--- src/rtl/alu_serial_addsub_ctrl_pkg.sv ---
// Shared definitions for the serial add/subtract sequencer: FSM encodings,
// slice width and the single-bit full adder the slice is built from.
package alu_serial_addsub_ctrl_pkg;

    localparam int SLICE_W = 4;

    typedef enum logic [1:0] {
        ST_IDLE = 2'd0,
        ST_RUN  = 2'd1,
        ST_DONE = 2'd2
    } state_t;

    // Returns {carry_out, sum} for one bit position.
    function automatic logic [1:0] full_adder(input logic a, input logic b, input logic cin);
        return {(a & b) | (cin & (a ^ b)), a ^ b ^ cin};
    endfunction

endpackage

--- src/rtl/alu_serial_addsub_ctrl_if.sv ---
// Operand request / result writeback bundle between the ALU front-end,
// the serial add/subtract controller and the writeback stage.
interface alu_serial_addsub_ctrl_if #(parameter int WIDTH = 16);

    logic             in_valid;
    logic             in_ready;
    logic [WIDTH-1:0] in_a;
    logic [WIDTH-1:0] in_b;
    logic             in_sub;
    logic             out_valid;
    logic             out_ready;
    logic [WIDTH-1:0] out_result;
    logic             out_carry;
    logic             out_ovf;
    logic             out_zero;
    logic             busy;

    modport master (
        output in_valid, in_a, in_b, in_sub, out_ready,
        input  in_ready, out_valid, out_result, out_carry, out_ovf, out_zero, busy
    );

    modport slave (
        input  in_valid, in_a, in_b, in_sub, out_ready,
        output in_ready, out_valid, out_result, out_carry, out_ovf, out_zero, busy
    );

endinterface

--- src/rtl/alu_serial_addsub_ctrl_slice.sv ---
// 4-bit ripple-carry slice; exposes the carries out of bits 3 and 2 so the
// controller can derive signed overflow on the final nibble.
module alu_slice4_ovf
    import alu_serial_addsub_ctrl_pkg::*;
(
    input  logic [SLICE_W-1:0] a,
    input  logic [SLICE_W-1:0] b,
    input  logic               cin,
    output logic [SLICE_W-1:0] sum,
    output logic [1:0]         carry
);

    logic [SLICE_W:0] c;
    logic [1:0]       fa;

    always_comb begin
        c    = '0;
        sum  = '0;
        fa   = '0;
        c[0] = cin;
        for (int i = 0; i < SLICE_W; i++) begin
            fa       = full_adder(a[i], b[i], c[i]);
            sum[i]   = fa[0];
            c[i+1]   = fa[1];
        end
        carry = {c[SLICE_W], c[SLICE_W-1]};
    end

endmodule

--- src/rtl/alu_serial_addsub_ctrl.sv ---
// Runs a WIDTH-bit add/subtract through one shared 4-bit slice, one nibble per cycle.
// Define ALU_SAT_EN to saturate the result on signed overflow.
module alu_serial_addsub_ctrl
    import alu_serial_addsub_ctrl_pkg::*;
#(
    parameter int WIDTH = 16
) (
    input  logic                    clk,
    input  logic                    rst_n,
    alu_serial_addsub_ctrl_if.slave bus
);

    localparam int NSL   = WIDTH / SLICE_W;
    localparam int IDX_W = (NSL > 1) ? $clog2(NSL) : 1;

    state_t             state;
    state_t             state_next;
    logic               accept;
    logic               last;

    logic [IDX_W-1:0]   idx;
    logic               carry_q;
    logic [WIDTH-1:0]   a_q;
    logic [WIDTH-1:0]   b_q;
    logic [WIDTH-1:0]   res_q;
    logic               carry_out_q;
    logic               ovf_q;
    logic               zero_q;

    logic [SLICE_W-1:0] a_nib;
    logic [SLICE_W-1:0] b_nib;
    logic [SLICE_W-1:0] sum_nib;
    logic [1:0]         slice_c;
    logic               ovf_now;
    logic [WIDTH-1:0]   res_next;
    logic [WIDTH-1:0]   res_final;

    always_ff @(posedge clk or negedge rst_n) begin
        if (!rst_n) begin
            state <= ST_IDLE;
        end else begin
            state <= state_next;
        end
    end

    always_comb begin
        state_next     = state;
        accept         = 1'b0;
        last           = 1'b0;
        bus.in_ready   = 1'b0;
        bus.out_valid  = 1'b0;
        bus.busy       = 1'b0;
        case (state)
            ST_IDLE: begin
                bus.in_ready = 1'b1;
                if (bus.in_valid) begin
                    accept     = 1'b1;
                    state_next = ST_RUN;
                end
            end
            ST_RUN: begin
                bus.busy = 1'b1;
                if (idx == IDX_W'(NSL - 1)) begin
                    last       = 1'b1;
                    state_next = ST_DONE;
                end
            end
            ST_DONE: begin
                bus.busy      = 1'b1;
                bus.out_valid = 1'b1;
                if (bus.out_ready) begin
                    state_next = ST_IDLE;
                end
            end
            default: begin
                state_next = ST_IDLE;
            end
        endcase
    end

    alu_slice4_ovf u_slice (
        .a     (a_nib),
        .b     (b_nib),
        .cin   (carry_q),
        .sum   (sum_nib),
        .carry (slice_c)
    );

    // The slice output is merged into the current nibble; on the last pass this
    // merged word is the full result, optionally replaced by the saturation value.
    always_comb begin
        a_nib    = a_q[idx*SLICE_W +: SLICE_W];
        b_nib    = b_q[idx*SLICE_W +: SLICE_W];
        ovf_now  = slice_c[1] ^ slice_c[0];
        res_next = res_q;
        res_next[idx*SLICE_W +: SLICE_W] = sum_nib;
        res_final = res_next;
`ifdef ALU_SAT_EN
        if (ovf_now) begin
            res_final = a_q[WIDTH-1] ? {1'b1, {(WIDTH-1){1'b0}}} : {1'b0, {(WIDTH-1){1'b1}}};
        end
`endif
    end

    always_ff @(posedge clk or negedge rst_n) begin
        if (!rst_n) begin
            idx         <= '0;
            carry_q     <= 1'b0;
            a_q         <= '0;
            b_q         <= '0;
            res_q       <= '0;
            carry_out_q <= 1'b0;
            ovf_q       <= 1'b0;
            zero_q      <= 1'b0;
        end else if (accept) begin
            // Subtraction is A + ~B + 1, so the inverted B and the initial carry are latched here.
            a_q         <= bus.in_a;
            b_q         <= bus.in_sub ? ~bus.in_b : bus.in_b;
            carry_q     <= bus.in_sub;
            idx         <= '0;
            res_q       <= '0;
            carry_out_q <= 1'b0;
            ovf_q       <= 1'b0;
            zero_q      <= 1'b0;
        end else if (state == ST_RUN) begin
            carry_q <= slice_c[1];
            idx     <= idx + 1'b1;
            if (last) begin
                res_q       <= res_final;
                carry_out_q <= slice_c[1];
                ovf_q       <= ovf_now;
                zero_q      <= (res_final == '0);
            end else begin
                res_q <= res_next;
            end
        end
    end

    assign bus.out_result = res_q;
    assign bus.out_carry  = carry_out_q;
    assign bus.out_ovf    = ovf_q;
    assign bus.out_zero   = zero_q;

endmodule

--- src/flat_wrapper.sv ---
// flat-port wrapper written by rule: the top's interface ports become plain ports
module alu_serial_addsub_ctrl_flat import alu_serial_addsub_ctrl_pkg::*;
#(
    parameter int WIDTH = 16
)
  (clk, rst_n, bus_in_valid, bus_in_a, bus_in_b, bus_in_sub, bus_out_ready, bus_in_ready, bus_out_valid, bus_out_result, bus_out_carry, bus_out_ovf, bus_out_zero, bus_busy);
  alu_serial_addsub_ctrl_if #(.WIDTH(WIDTH)) bus_i ();
  input  logic clk;
  input  logic rst_n;
  input wire logic [$bits(bus_i.in_valid)-1:0] bus_in_valid;
  input wire logic [$bits(bus_i.in_a)-1:0] bus_in_a;
  input wire logic [$bits(bus_i.in_b)-1:0] bus_in_b;
  input wire logic [$bits(bus_i.in_sub)-1:0] bus_in_sub;
  input wire logic [$bits(bus_i.out_ready)-1:0] bus_out_ready;
  output wire logic [$bits(bus_i.in_ready)-1:0] bus_in_ready;
  output wire logic [$bits(bus_i.out_valid)-1:0] bus_out_valid;
  output wire logic [$bits(bus_i.out_result)-1:0] bus_out_result;
  output wire logic [$bits(bus_i.out_carry)-1:0] bus_out_carry;
  output wire logic [$bits(bus_i.out_ovf)-1:0] bus_out_ovf;
  output wire logic [$bits(bus_i.out_zero)-1:0] bus_out_zero;
  output wire logic [$bits(bus_i.busy)-1:0] bus_busy;
  assign bus_i.in_valid = bus_in_valid;
  assign bus_i.in_a = bus_in_a;
  assign bus_i.in_b = bus_in_b;
  assign bus_i.in_sub = bus_in_sub;
  assign bus_i.out_ready = bus_out_ready;
  assign bus_in_ready = bus_i.in_ready;
  assign bus_out_valid = bus_i.out_valid;
  assign bus_out_result = bus_i.out_result;
  assign bus_out_carry = bus_i.out_carry;
  assign bus_out_ovf = bus_i.out_ovf;
  assign bus_out_zero = bus_i.out_zero;
  assign bus_busy = bus_i.busy;
  alu_serial_addsub_ctrl #(.WIDTH(WIDTH)) u_core (.clk(clk), .rst_n(rst_n), .bus(bus_i));
endmodule
--- config.mk ---
export PLATFORM = sky130hd
export DESIGN_NAME = alu_serial_addsub_ctrl_flat
export DESIGN_NICKNAME = d
export VERILOG_FILES = /design/src/rtl/alu_serial_addsub_ctrl_pkg.sv /design/src/rtl/alu_serial_addsub_ctrl_if.sv /design/src/rtl/alu_serial_addsub_ctrl_slice.sv /design/src/rtl/alu_serial_addsub_ctrl.sv /design/src/flat_wrapper.sv
export SDC_FILE = /design/constraint.sdc
export NUM_CORES = 1
export LEC_CHECK = 0
export BUFFER_PORTS_ARGS = -buffer_cell sky130_fd_sc_hd__buf_4
export CAP_MARGIN = 20
export CORE_ASPECT_RATIO = 0.6
export CORE_UTILIZATION = 59
export DETAILED_ROUTE_END_ITERATION = 8
export PLACE_DENSITY_LB_ADDON = 0.25
export SYNTH_ARGS = -nofsm -noshare
export SYNTH_HDL_FRONTEND = slang
export SYNTH_HIERARCHICAL = 1
export SYNTH_SLANG_ARGS = --single-unit
export TNS_END_PERCENT = 5
--- constraint.sdc ---
create_clock -name clk -period 7.92 [get_ports clk]
set_input_delay 1.188 -clock clk [delete_from_list [all_inputs] [get_ports clk]]
set_output_delay 1.188 -clock clk [all_outputs]
set_load 0.05 [all_outputs]
-- After elaboration in Yosys (flattened, before gate mapping)
Index checks and enable logic that the tools add are counted.
- flip-flop bits (word level): 56
- input port bits: 37
- output and inout port bits: 22
- word-level logic and storage cells: 78
- $add $sub $neg: 2
- equality and inequality tests: 6
- shift operators: 4
- mux-type cells: 28
- bitwise logic cells: 22
- reduce and logical (&&, ||, !) cells: 7
- operator list (kind ; number):
    $mux 16 ; 3
    $neg 4->34 ; 1
    $shift 4x34->16 const A ; 1
    $shiftx 4x34->16 ; 1
    $shiftx 16x5->4 ; 2
    $mux 1 ; 18
    $bwmux 16 ; 1
    $logic_not 16->1 ; 1
    $not 16->16 ; 1
    $mux 2 ; 5
    $xor 1x1->1 ; 9
    $and 1x1->1 ; 8
    $pmux 2 s3 ; 1
    $eq 2x2->1 const B ; 2
    $ne 2x2->1 const B ; 2
    $or 1x1->1 ; 4
    $reduce_bool 2->1 ; 2
    $reduce_and 3->1 ; 1
    $add 2x1->2 const B ; 1
    $eq 2x1->1 const B ; 1
    $logic_not 2->1 ; 1
    $ne 2x1->1 const B ; 1
    $reduce_and 2->1 ; 1
    $reduce_or 2->1 ; 1

-- Depth between registers and ports, before layout
Gate-level depths: netlist of the first run.
- depth in word-level cells: 15
- mapped depth: 13
- gate-level depth less buffers: 12

-- Cells and area by module
Netlist of the first run, hierarchy kept.
- modules (own cells, without submodules) (module ; times used ; cells each ; area each (um^2) ; seq. area each (um^2)):
    alu_serial_addsub_ctrl ; 1 ; 282 ; 2829.0 ; 1401.3
    alu_slice4_ovf ; 1 ; 14 ; 117.6 ; 0.0

-- Worst setup path after synthesis of the first run
Ideal clock, no wire load.
- kind: flip-flop to flip-flop
- from: register u_core.idx[0]
- to: register u_core.zero_q (netlist: u_core/bus.out_zero)
- setup time: 0.092 ns
- arrival: 3.231 ns
- required time: 7.828 ns
- slack: 4.597 ns
- stages on the path, launching flop included: 14
- path buffers: 1
- period minus slack after synthesis: 3.323 ns
- path through: dfrtp_1 buf_2 mux4_2 inv_1 fa_1 inv_1 fa_1 inv_1 fa_1 inv_1 fa_1 a31oi_1 o221ai_1 o31ai_2
- word-level cells in the longest chain between the ends: 15
- elaborated cells between the ends (all ways): 32
- classes of those cells: add/sub: 1; eq/ne: 1; shift: 4; mux: 6; bitwise: 17; reduce/logical: 3
- ends and longest elaborated chain (element ; line ; text):
    from (decl) ; alu_serial_addsub_ctrl.sv:21 ; logic [IDX_W-1:0] idx;
    from (signal assigned) ; alu_serial_addsub_ctrl.sv:127 ; idx <= idx + 1'b1;
    $shiftx 16x5->4 * ; alu_serial_addsub_ctrl.sv:92 ; a_nib = a_q[idx*SLICE_W +: SLICE_W];
    net u_core.a_nib[0] ; alu_serial_addsub_ctrl.sv:30 ; logic [SLICE_W-1:0] a_nib;
    $xor 1x1->1 ; alu_serial_addsub_ctrl_pkg.sv:15 ; return {(a & b) | (cin & (a ^ b)), a ^ b ^ cin};
    $and 1x1->1 ; alu_serial_addsub_ctrl_pkg.sv:15 ;
    $or 1x1->1 * ; alu_serial_addsub_ctrl_pkg.sv:15 ;
    $and 1x1->1 * ; alu_serial_addsub_ctrl_pkg.sv:15 ;
    $or 1x1->1 * ; alu_serial_addsub_ctrl_pkg.sv:15 ;
    $and 1x1->1 * ; alu_serial_addsub_ctrl_pkg.sv:15 ;
    (+1 left out) ; -- ;
    net u_core.slice_c[0] ; alu_serial_addsub_ctrl.sv:33 ; logic [1:0] slice_c;
    $xor 1x1->1 * ; alu_serial_addsub_ctrl_pkg.sv:15 ;
    net u_core.sum_nib[3] ; alu_serial_addsub_ctrl.sv:32 ; logic [SLICE_W-1:0] sum_nib;
    $shiftx 4x34->16 * ; alu_serial_addsub_ctrl.sv:96 ; res_next[idx*SLICE_W +: SLICE_W] = sum_nib;
    $bwmux 16 * ; alu_serial_addsub_ctrl.sv:96 ;
    $logic_not 16->1 * ; alu_serial_addsub_ctrl.sv:132 ; zero_q <= (res_final == '0);
    $mux 1 * ; alu_serial_addsub_ctrl.sv:128 ; if (last) begin
    $mux 1 * ; alu_serial_addsub_ctrl.sv:125 ; end else if (state == ST_RUN) begin
    $mux 1 * ; alu_serial_addsub_ctrl.sv:115 ; end else if (accept) begin
    to (signal assigned) ; alu_serial_addsub_ctrl.sv:132 ;
    to (decl) ; alu_serial_addsub_ctrl.sv:28 ; logic zero_q;
Mark *: on every way through the listed nets, which the timed path passes. The rest lies on a longest branch. The select of a mux whose other input is x is not followed.
A chain may end at the register's enable or synchronous reset.

-- Worst setup path in the final report of the first run
- from: register u_core.idx[0]
- to: register u_core.zero_q (netlist: u_core/bus.out_zero)
- word-level cells in the longest chain between the ends: 15
- elaborated cells between the ends (all ways): 32
- classes of those cells: add/sub: 1; eq/ne: 1; shift: 4; mux: 6; bitwise: 17; reduce/logical: 3
- ends and longest elaborated chain (element ; line ; text):
    $shiftx 16x5->4 * ; alu_serial_addsub_ctrl.sv:93 ; b_nib = b_q[idx*SLICE_W +: SLICE_W];
    net u_core.b_nib[0] ; alu_serial_addsub_ctrl.sv:31 ; logic [SLICE_W-1:0] b_nib;
    $xor 1x1->1 ; alu_serial_addsub_ctrl_pkg.sv:15 ;
    $and 1x1->1 ; alu_serial_addsub_ctrl_pkg.sv:15 ;
    $or 1x1->1 * ; alu_serial_addsub_ctrl_pkg.sv:15 ;
    $and 1x1->1 * ; alu_serial_addsub_ctrl_pkg.sv:15 ;
    $or 1x1->1 * ; alu_serial_addsub_ctrl_pkg.sv:15 ;
    $and 1x1->1 * ; alu_serial_addsub_ctrl_pkg.sv:15 ;
    (+1 left out) ; -- ;
    net u_core.slice_c[0] ; alu_serial_addsub_ctrl.sv:33 ;
    $xor 1x1->1 * ; alu_serial_addsub_ctrl_pkg.sv:15 ;
    net u_core.sum_nib[3] ; alu_serial_addsub_ctrl.sv:32 ;
    $shiftx 4x34->16 * ; alu_serial_addsub_ctrl.sv:96 ;
    $bwmux 16 * ; alu_serial_addsub_ctrl.sv:96 ;
    $logic_not 16->1 * ; alu_serial_addsub_ctrl.sv:132 ;
    $mux 1 * ; alu_serial_addsub_ctrl.sv:128 ;
    $mux 1 * ; alu_serial_addsub_ctrl.sv:125 ;
    $mux 1 * ; alu_serial_addsub_ctrl.sv:115 ;
Marks and branches as above.

==> results of run 1 <==
per-layer routing:
metal	vias up	part of all wire, %	global-route usage [%]
met2	110	44	38.1
met5	-	0	0
li1	1108	-	-
met1	1104	47	41.9
met3	12	7.6	6.37
met4	0	1.4	8.79
layout make-up:
type                            count  area [µm²]  area share, %
Inverter                           21        78.8           2.25
Clock inverter                      2        10.0          0.286
Sequential cell                    56        1400           40.0
Timing Repair Buffer               60         450           12.9
Tap cell                           63        78.8           2.25
Clock buffer                        6        82.6           2.36
Multi-Input combinational cell    203        1400           40.0
synthesized netlist by cell type:
library cell / number / area share, %
xnor2_1: 17 / 5.1
o32a_1: 1 / 0.34
a21oi_1: 4 / 0.68
a211oi_1: 1 / 0.25
and3_1: 2 / 0.42
buf_2: 3 / 0.51
o41ai_1: 1 / 0.30
o21ai_0: 19 / 3.2
o221ai_1: 1 / 0.30
nor2_1: 19 / 2.4
nand4_1: 1 / 0.21
and2_1: 1 / 0.21
a222oi_1: 1 / 0.34
and4bb_2: 1 / 0.42
a2111oi_4: 1 / 0.93
mux4_2: 8 / 6.1
nor3_1: 4 / 0.68
buf_1: 2 / 0.25
o31ai_2: 1 / 0.42
inv_1: 21 / 2.7
nand3_1: 2 / 0.34
nand2_1: 75 / 9.6
or4_4: 1 / 0.38
nand3b_1: 2 / 0.51
fa_1: 4 / 2.7
mux2i_1: 2 / 0.68
a31oi_1: 1 / 0.21
ha_1: 9 / 3.8
dfrtp_1: 56 / 48
mux2_2: 1 / 0.38
nor2b_1: 2 / 0.42
nor3b_1: 2 / 0.51
xor2_1: 1 / 0.30
a32oi_1: 16 / 4.8
o22a_1: 1 / 0.30
nand4bb_1: 1 / 0.38
clkbuf_1: 11 / 1.4
worst max-delay path: stages (launching register included):
cell	delay [ns]
dfrtp_1	0.84
mux4_2	0.60
inv_1	0.10
fa_1	0.17
inv_1	0.05
fa_1	0.35
inv_1	0.08
fa_1	0.16
inv_1	0.07
fa_1	0.56
a31oi_1	0.25
o221ai_1	0.16
o31ai_2	0.24
layout by cell type, fill, tap and decap left out, drive strengths merged, types with 6 or more instances in the layout:
master	n
a32oi	16
buf	60
clkbuf	6
dfrtp	56
ha	9
inv	21
mux4	8
nand2	75
nor2	19
o21ai	19
xnor2	17
power breakdown:
| group | total [µW] | switching, µW | internal (µW) |
|---|---|---|---|
| Combinational | 793 | 505 | 288 |
| Clock | 163 | 93.3 | 70.0 |
| Sequential | 481 | 88.3 | 393 |
sequential cells by signal, summed over array words and instances (netlist names):
register and cells:
u_core/bus.out_zero 1, u_core/carry_q 1, u_core/state 2, u_core/idx 2
u_core/bus.out_carry 1, u_core/b_q 16, u_core/bus.out_result 16, u_core/bus.out_ovf 1
u_core/a_q 16
cells by family after synthesis:
kind of cell             after synthesis
AND/OR/NAND/NOR                      113
flip-flops                            56
AO/OA/AOI/OAI                         48
buffers and inverters                 37
XOR/XNOR                              18
adder cells (fa/ha/maj)               13
multiplexers                          11
per-stage QoR:
stage	setup slack, ns	std cells	hold slack [ns]	total power [µW]
finish	4.21	411	0.484	1440
global route	3.91	411	0.508	1540
floorplan	4.60	296	0.440	1040
detailed placement	4.22	403	0.463	1260
global placement	4.34	403	0.457	1230
CTS	4.18	411	0.486	1430
worst paths after layout:
path                                           startpoint                               to  slack (ns)
worst min-delay path            u_core/a_q[5]$_DFFE_PN0P_        u_core/a_q[5]$_DFFE_PN0P_        0.48
max in group asynchronous                           rst_n       u_core/carry_q$_DFFE_PN0P_        6.56
worst max-delay path            u_core/idx[0]$_DFFE_PN0P_  u_core/bus.out_zero$_DFFE_PN0P_        4.21
worst max register to register  u_core/idx[0]$_DFFE_PN0P_  u_core/bus.out_zero$_DFFE_PN0P_        4.21
min in group asynchronous                           rst_n        u_core/b_q[0]$_DFFE_PN0P_        0.90
worst min register to register  u_core/a_q[5]$_DFFE_PN0P_        u_core/a_q[5]$_DFFE_PN0P_        0.48
==> results_dict.tcl, run 1 <==
set metrics [dict create \
    dr.pass1.iters 6 \
    holdPathStages 2 \
    rsz0062_at_grt "no" \
    hold_viol 0 \
    cp-end-kind "register" \
    track_usage_pct 27.3 \
    clockRootBuffer "clkbuf_8" \
    setup_tns_ns 0 \
    fin_util_pct 74.8 \
    critPathMaxFanout 17 \
    initial_core_util_pct 62.9 \
    cts_buffers 5 \
    rows 19 \
    ys_ff_latch 56 \
    fin_skew_ns 0.00523 \
    synth_top_family_by_area "simple AND/OR/NAND/NOR gates" \
    core_um2 4680 \
    netlist_area_um2 2950 \
    synthCells 296 \
    h-tree-depth 2 \
    grt_overflow 0 \
    vias 2334 \
    clock_path_buffers 2 \
    finalMaxSlewViolations 0 \
    ys_seq_area_share_pct 47.6 \
    die_h_um 56.7 \
    clk_latency_ns 0.32 \
    hold_path.class "register to register" \
    maxCapViolCount 0 \
    synth_area_per_cell_um2 9.95 \
    setup_viol 0 \
    cts_tree "built" \
    dpl_cell_area_um2 3410 \
    worst_ep_required_time_ns 8.16 \
    critPathKind "register to register" \
    irDropWorstVdd_uv 373 \
    dieArea_um2 5290 \
    synth-xor-area-share_pct 5.35 \
    fin_nets 397 \
    wl_per_cell_um 15.4 \
    fillCellCount 342 \
    arrival_ns 3.95 \
    drc_errors 0 \
    portBuffers 58 \
    area_delta_synth_final_pct 18.9 \
    cts_setup_buffers 0 \
    synthAdderAreaFrac_pct 6.54 \
    drt-initial-drc-count 229 \
    finalCritPeriodShare_pct 46.8 \
    p_per_area_nw_per_um2 410 \
    reg2regPathDepth 12 \
    syn_nets 346 \
    worst_pin_slew_ns 1.10 \
    p_leak_uw 0.00171 \
    fin_crit_ns 3.71 \
    drt-total-wl_um 6340 \
    routed_via_density 5.68 \
    grt_max_degree 57 \
    ant_nets 0 \
    cts.hold.buffers_added 0 \
    antenna_found_initial 0 \
    fp.dieW_um 93.2 \
    place_hpwl_um 4420 \
    fmax_mhz 270 \
    status "complete, no violations" \
    slew_headroom_pct 26.6 \
    synth_compound_area_share_pct 12.1 \
    ys_warn_count 6 \
    clock-sinks 56 \
    start_kind "register" \
    cts_resized 0 \
    grt_pass1_wl_um 10800 \
    synth.distinct_cells 37 \
    synth_simple_gate_area_share_pct 16.5 \
    antenna_cells 0 \
    grt_pass1_vias 2207 \
    num_io_pins 59 \
    path_clk_slew_ns 0.10 \
    final_area_um2 3500 \
    place.gp.congestion 0.845 \
    drive_above_1_share_pct 23.3 \
    synthMuxAreaShare_pct 7.18 \
]
(Power assumes the default switching activity.)
==> run 2, diff against run 1 <==
Settings changed: CORE_UTILIZATION 59 to 50.
Clock period 7.92 ns to 3 ns, I/O delays scaled along.
==> run 2 against run 1 <==
Net effect: sequential share of layout area shrank 1.5 points; hold slack worse by 0.30 ns; utilization decreased by 10 points; critical endpoint unchanged; largest cell class unchanged; highest routed layer unchanged.
==> results_dict.tcl, run 2 (same netlist as run 1, synthesis figures left out) <==
set metrics [dict create \
    p_int_uw 2230 \
    drt-initial-drc-count 190 \
    cpPeakStageDelay_ns 0.60 \
    worst_path_most_repeated_cell "inv_2" \
    clk_latency_ns 0.31 \
    fp.dieW_um 101 \
    fin_skew_ns 0.00805 \
    die_h_um 61.5 \
    setup_viol 0 \
    cp-end-kind "register" \
    core_um2 5620 \
    place.gp.congestion 0.844 \
    drt-total-wl_um 6360 \
    grt_pass1_wl_um 10500 \
    vias 2309 \
    rsz0062_at_grt "yes" \
    start_kind "register" \
    fmax_mhz 335 \
    crit_chain "mux4_2 > inv_2 > fa_2 > inv_2 > fa_2 > inv_2 > fa_2 > inv_2 > fa_2 > buf_6 > inv_2 > o221ai_2 > o31ai_2" \
    critPathMaxFanout 5 \
    place_hpwl_um 4500 \
    fin_crit_ns 2.98 \
    drc_errors 0 \
    critPathKind "register to register" \
    layout_commonest_cell "nand2_1" \
    drive_above_1_share_pct 28.6 \
    path_clk_slew_ns 0.10 \
    fillCellCount 488 \
    grt_max_degree 57 \
    seq_area_um2 1400 \
    worst_pin_slew_ns 0.943 \
    clock-sinks 56 \
    grt_pass1_vias 2128 \
    finalMaxSlewViolations 0 \
    ant_nets 0 \
    wl_per_cell_um 14.6 \
    switchingPower_uw 1870 \
    cts_buffers 5 \
    crit_buf_inv 6 \
    antenna_found_initial 0 \
    holdWs_ns 0.186 \
    area_delta_synth_final_pct 23.7 \
    setup_slack_ns 0.0167 \
    cts_tree "built" \
    setup_tns_ns 0 \
    worst_ep_required_time_ns 3.20 \
    hold_path.class "input pin to async pin" \
    arrival_ns 3.18 \
    grt_overflow 0 \
    dieArea_um2 6210 \
    fin_nets 406 \
    swShare_pct 45.6 \
    routed_via_density 5.28 \
    slew_headroom_pct 37.2 \
    finalCritPeriodShare_pct 99.4 \
    final_cell_mix "75 x nand2_1, 68 x buf_4, 55 x dfrtp_1" \
    h-tree-depth 2 \
    rows 21 \
    pre_cts_ws_ns -0.00173 \
    irDropWorstVdd_uv 688 \
    dr.pass1.iters 4 \
    clockRootBuffer "clkbuf_8" \
    pwr-share-clk_pct 11.9 \
    portBuffers 58 \
    clock_path_buffers 2 \
    cp_top_family "adder cells" \
    antenna_cells 0 \
    worst_path_max_delay_cell "fa_2" \
    combPwrFrac_pct 58.2 \
    initial_core_util_pct 52.4 \
    num_io_pins 59 \
    status "complete, no violations" \
    p_leak_uw 0.00175 \
    hold_viol 0 \
    multi_input_area_um2 1430 \
    fin_util_pct 64.8 \
    track_usage_pct 22.4 \
    p_per_area_nw_per_um2 1120 \
    maxCapViolCount 0 \
    pwr-share-seq_pct 29.9 \
]
-- run 2: changes by cell type in the layout (fill, tap and decap cells not counted), moves of 4 or more --
cell	delta
buf_4	+8
inv_1	-6
inv_2	+6
fa_1	-4
fa_2	+4
-- run 2: layout make-up --
type,instances,share of cell area [%]
clock buffers,6,1.99
clock inverters,2,0.961
inverters,21,2.16
repair buffers,69,14.3
flip-flops and latches,56,38.5
multi-input cells,203,39.3
well taps,80,2.75
-- run 2: worst register-to-register path: stages (launching register included) --
cell and delay, ns:
dfrtp_2 0.44, mux4_2 0.52, inv_2 0.08, fa_2 0.19, inv_2 0.04, fa_2 0.32
inv_2 0.06, fa_2 0.19, inv_2 0.05, fa_2 0.60, buf_6 0.13, inv_2 0.03
o221ai_2 0.15, o31ai_2 0.08
-- run 2: routing by layer --
layer  track usage [%]  share of wire (%)  vias to the layer above
met1              35.7                 52                     1093
met2              31.1                 40                       87
met4              4.14               0.75                        0
li1                  -                  -                     1125
met5                 0                  0                        -
met3              4.77                6.8                        4
-- run 2: worst paths after layout --
| check | from | cells after the start | slack [ns] | endpoint |
|---|---|---|---|---|
| worst min register to register | u_core/b_q[14]$_DFFE_PN0P_ | 2 | 0.49 | u_core/b_q[14]$_DFFE_PN0P_ |
| max in group asynchronous | rst_n | 1 | 2.33 | u_core/idx[0]$_DFFE_PN0P_ |
| min in group clk | bus_in_a[5] | 3 | 0.32 | u_core/a_q[5]$_DFFE_PN0P_ |
| worst min-delay path | rst_n | 1 | 0.19 | u_core/b_q[11]$_DFFE_PN0P_ |
| worst max-delay path | u_core/idx[0]$_DFFE_PN0P_ | 13 | 0.02 | u_core/bus.out_zero$_DFFE_PN0P_ |
| worst max register to register | u_core/idx[0]$_DFFE_PN0P_ | 13 | 0.02 | u_core/bus.out_zero$_DFFE_PN0P_ |
-- run 2: timing repair --
item	4_1_cts	5_1_grt
setup endpoints to repair	1	3
setup buffers	2	0
hold buffers	0	0
resized for setup	1	10
pin swaps	2	6
-- run 2: power groups by stage --
stage / Clock, µW / Combinational (µW) / Sequential (µW)
2_1_floorplan: 0 / 1440 / 1340
3_3_place_gp: 0 / 2150 / 1230
3_5_place_dp: 0 / 2170 / 1240
4_1_cts: 496 / 2220 / 1220
5_1_grt: 534 / 2600 / 1260
6_report: 488 / 2380 / 1220
-- run 2: per-stage QoR --
stage / power [µW] / cell area [µm²] / std cells
finish: 4090 / 3640 / 437
global route: 4400 / 3640 / 437
CTS: 3940 / 3610 / 437
detailed placement: 3410 / 3490 / 427
global placement: 3380 / 3490 / 427
floorplan: 2780 / 2960 / 296
==> run 3, diff against run 2 <==
Settings changed: CORE_MARGIN from default to 5, CORE_UTILIZATION 50 to 59.
Clock period 3 ns to 3.6 ns, I/O delays scaled along.
==> run 3 against run 2 <==
Net effect: critical endpoint unchanged; combinational power is 25% lower; global-route usage is 0.78 points lower; clock skew is 0.0020 ns lower; cell count is 5.0% lower; clock-buffer cell count stayed put; largest power group unchanged; critical path type unchanged; non-clock buffer count is 5 lower; sequential share of layout area is 1.1 points higher.
==> results_dict.tcl, run 3 (same netlist as run 1, synthesis figures left out) <==
set metrics [dict create \
    fin_nets 401 \
    wl_per_cell_um 16.1 \
    slew_headroom_pct 40.1 \
    cts.hold.buffers_added 0 \
    place_hpwl_um 4780 \
    setup_tns_ns 0 \
    portBuffers 58 \
    power_uw 3180 \
    drt-initial-drc-count 238 \
    final_cell_mix "75 x nand2_1, 64 x buf_4, 56 x dfrtp_1" \
    dr.pass1.iters 4 \
    die_h_um 64.7 \
    status "complete, no violations" \
    setup_viol 0 \
    path_clk_slew_ns 0.10 \
    holdWs_ns 0.262 \
    worst_path_max_delay_cell "fa_1" \
    r2r_end "u_core/bus.out_zero$_DFFE_PN0P_" \
    global_route.usage.met1_pct 32.9 \
    antenna_found_initial 0 \
    cts_resized 0 \
    area_delta_synth_final_pct 20.1 \
    grtUsageMet3_pct 6.22 \
    core_um2 4710 \
    rrSetupSlack_ns 0.32 \
    critPathMaxFanout 5 \
    clock_path_buffers 2 \
    track_usage_pct 21.6 \
    clk_latency_ns 0.31 \
    irDropWorstVdd_uv 684 \
    grt_pass1_vias 2324 \
    cts_buffers 5 \
    vias 2365 \
    grt.busiest_layer "met1" \
    arrival_ns 3.50 \
    h-tree-depth 2 \
    num_io_pins 59 \
    cpPeakStageDelay_ns 0.51 \
    clock-sinks 56 \
    grt_overflow 0 \
    antenna_cells 0 \
    maxCapViolCount 0 \
    rsz0062_at_grt "no" \
    grt_use_met2_pct 30.6 \
    grt_pass1_wl_um 11300 \
    rows 19 \
    p_per_area_nw_per_um2 898 \
    place.gp.congestion 0.884 \
    routed_via_density 5.70 \
    drc_errors 0 \
    grt_max_degree 57 \
    drt-total-wl_um 6680 \
    dieArea_um2 6550 \
    dpl_cell_area_um2 3440 \
    fin_crit_ns 3.28 \
    hold_viol 0 \
    ant_nets 0 \
    reg2regPathDepth 12 \
    fmax_mhz 305 \
    cp-end-kind "register" \
    fin_skew_ns 0.00605 \
    final_area_um2 3540 \
    p_leak_uw 0.00172 \
    reg2reg_from "u_core/idx[0]$_DFFE_PN0P_" \
    critPathKind "register to register" \
    layout_commonest_cell "nand2_1" \
    cp_top_family "adder cells" \
    initial_core_util_pct 62.6 \
    finalCritPeriodShare_pct 91.1 \
    worst_ep_required_time_ns 3.82 \
    fin_util_pct 75.2 \
    finalMaxSlewViolations 0 \
    cts_tree "built" \
    hold_path.class "input pin to async pin" \
    start_kind "register" \
    crit_buf_inv 4 \
    fp.dieW_um 101 \
    crit_chain "mux4_2 > inv_1 > fa_1 > inv_1 > fa_1 > inv_1 > fa_1 > inv_1 > fa_1 > a31oi_1 > o221ai_1 > o31ai_2" \
    drive_above_1_share_pct 24.1 \
    worst_pin_slew_ns 0.898 \
    cts_setup_buffers 0 \
    clockRootBuffer "clkbuf_8" \
]
-- run 3: power breakdown --
group / switching [µW] / internal [µW] / leakage, µW / total (µW)
clock: 204 / 156 / 0.0000434 / 360
combinational: 1140 / 651 / 0.000954 / 1790
sequential: 162 / 865 / 0.000723 / 1030
total: 1510 / 1670 / 0.00172 / 3180
-- run 3: how the worst max path moves through the flow --
| stage | to | slack (ns) | cells after the start | start |
|---|---|---|---|---|
| 5_1_grt | u_core/bus.out_zero$_DFFE_PN0P_ | 0.09 | 12 | u_core/idx[0]$_DFFE_PN0P_ |
| 4_1_cts | u_core/bus.out_zero$_DFFE_PN0P_ | 0.31 | 12 | u_core/idx[0]$_DFFE_PN0P_ |
| 6_report | u_core/bus.out_zero$_DFFE_PN0P_ | 0.32 | 12 | u_core/idx[0]$_DFFE_PN0P_ |
| 3_3_place_gp | u_core/bus.out_zero$_DFFE_PN0P_ | 0.45 | 12 | u_core/idx[0]$_DFFE_PN0P_ |
| 3_5_place_dp | u_core/bus.out_zero$_DFFE_PN0P_ | 0.35 | 12 | u_core/idx[0]$_DFFE_PN0P_ |
| 2_1_floorplan | u_core/bus.out_zero$_DFFE_PN0P_ | 0.28 | 13 | u_core/idx[0]$_DFFE_PN0P_ |
-- run 3: layout make-up --
cell class,count,area [µm²]
Clock buffer,6,82.6
Clock inverter,2,15.0
Fill cell,362,1170
Inverter,21,78.8
Multi-Input combinational cell,203,1400
Sequential cell,56,1400
Tap cell,63,78.8
Timing Repair Buffer,64,480
-- run 3: per-layer routing --
| layer | vias up | share of wire (%) |
|---|---|---|
| li1 | 1114 | - |
| met1 | 1153 | 48 |
| met2 | 92 | 43 |
| met3 | 6 | 8.0 |
| met4 | 0 | 0.70 |
| met5 | - | 0 |
-- run 3: per-stage QoR --
step	instances	worst slack (ns)
after global routing	415	0.0906
after global placement	407	0.447
after CTS	415	0.311
final	415	0.320
after floorplan	296	0.277
after detailed placement	407	0.346
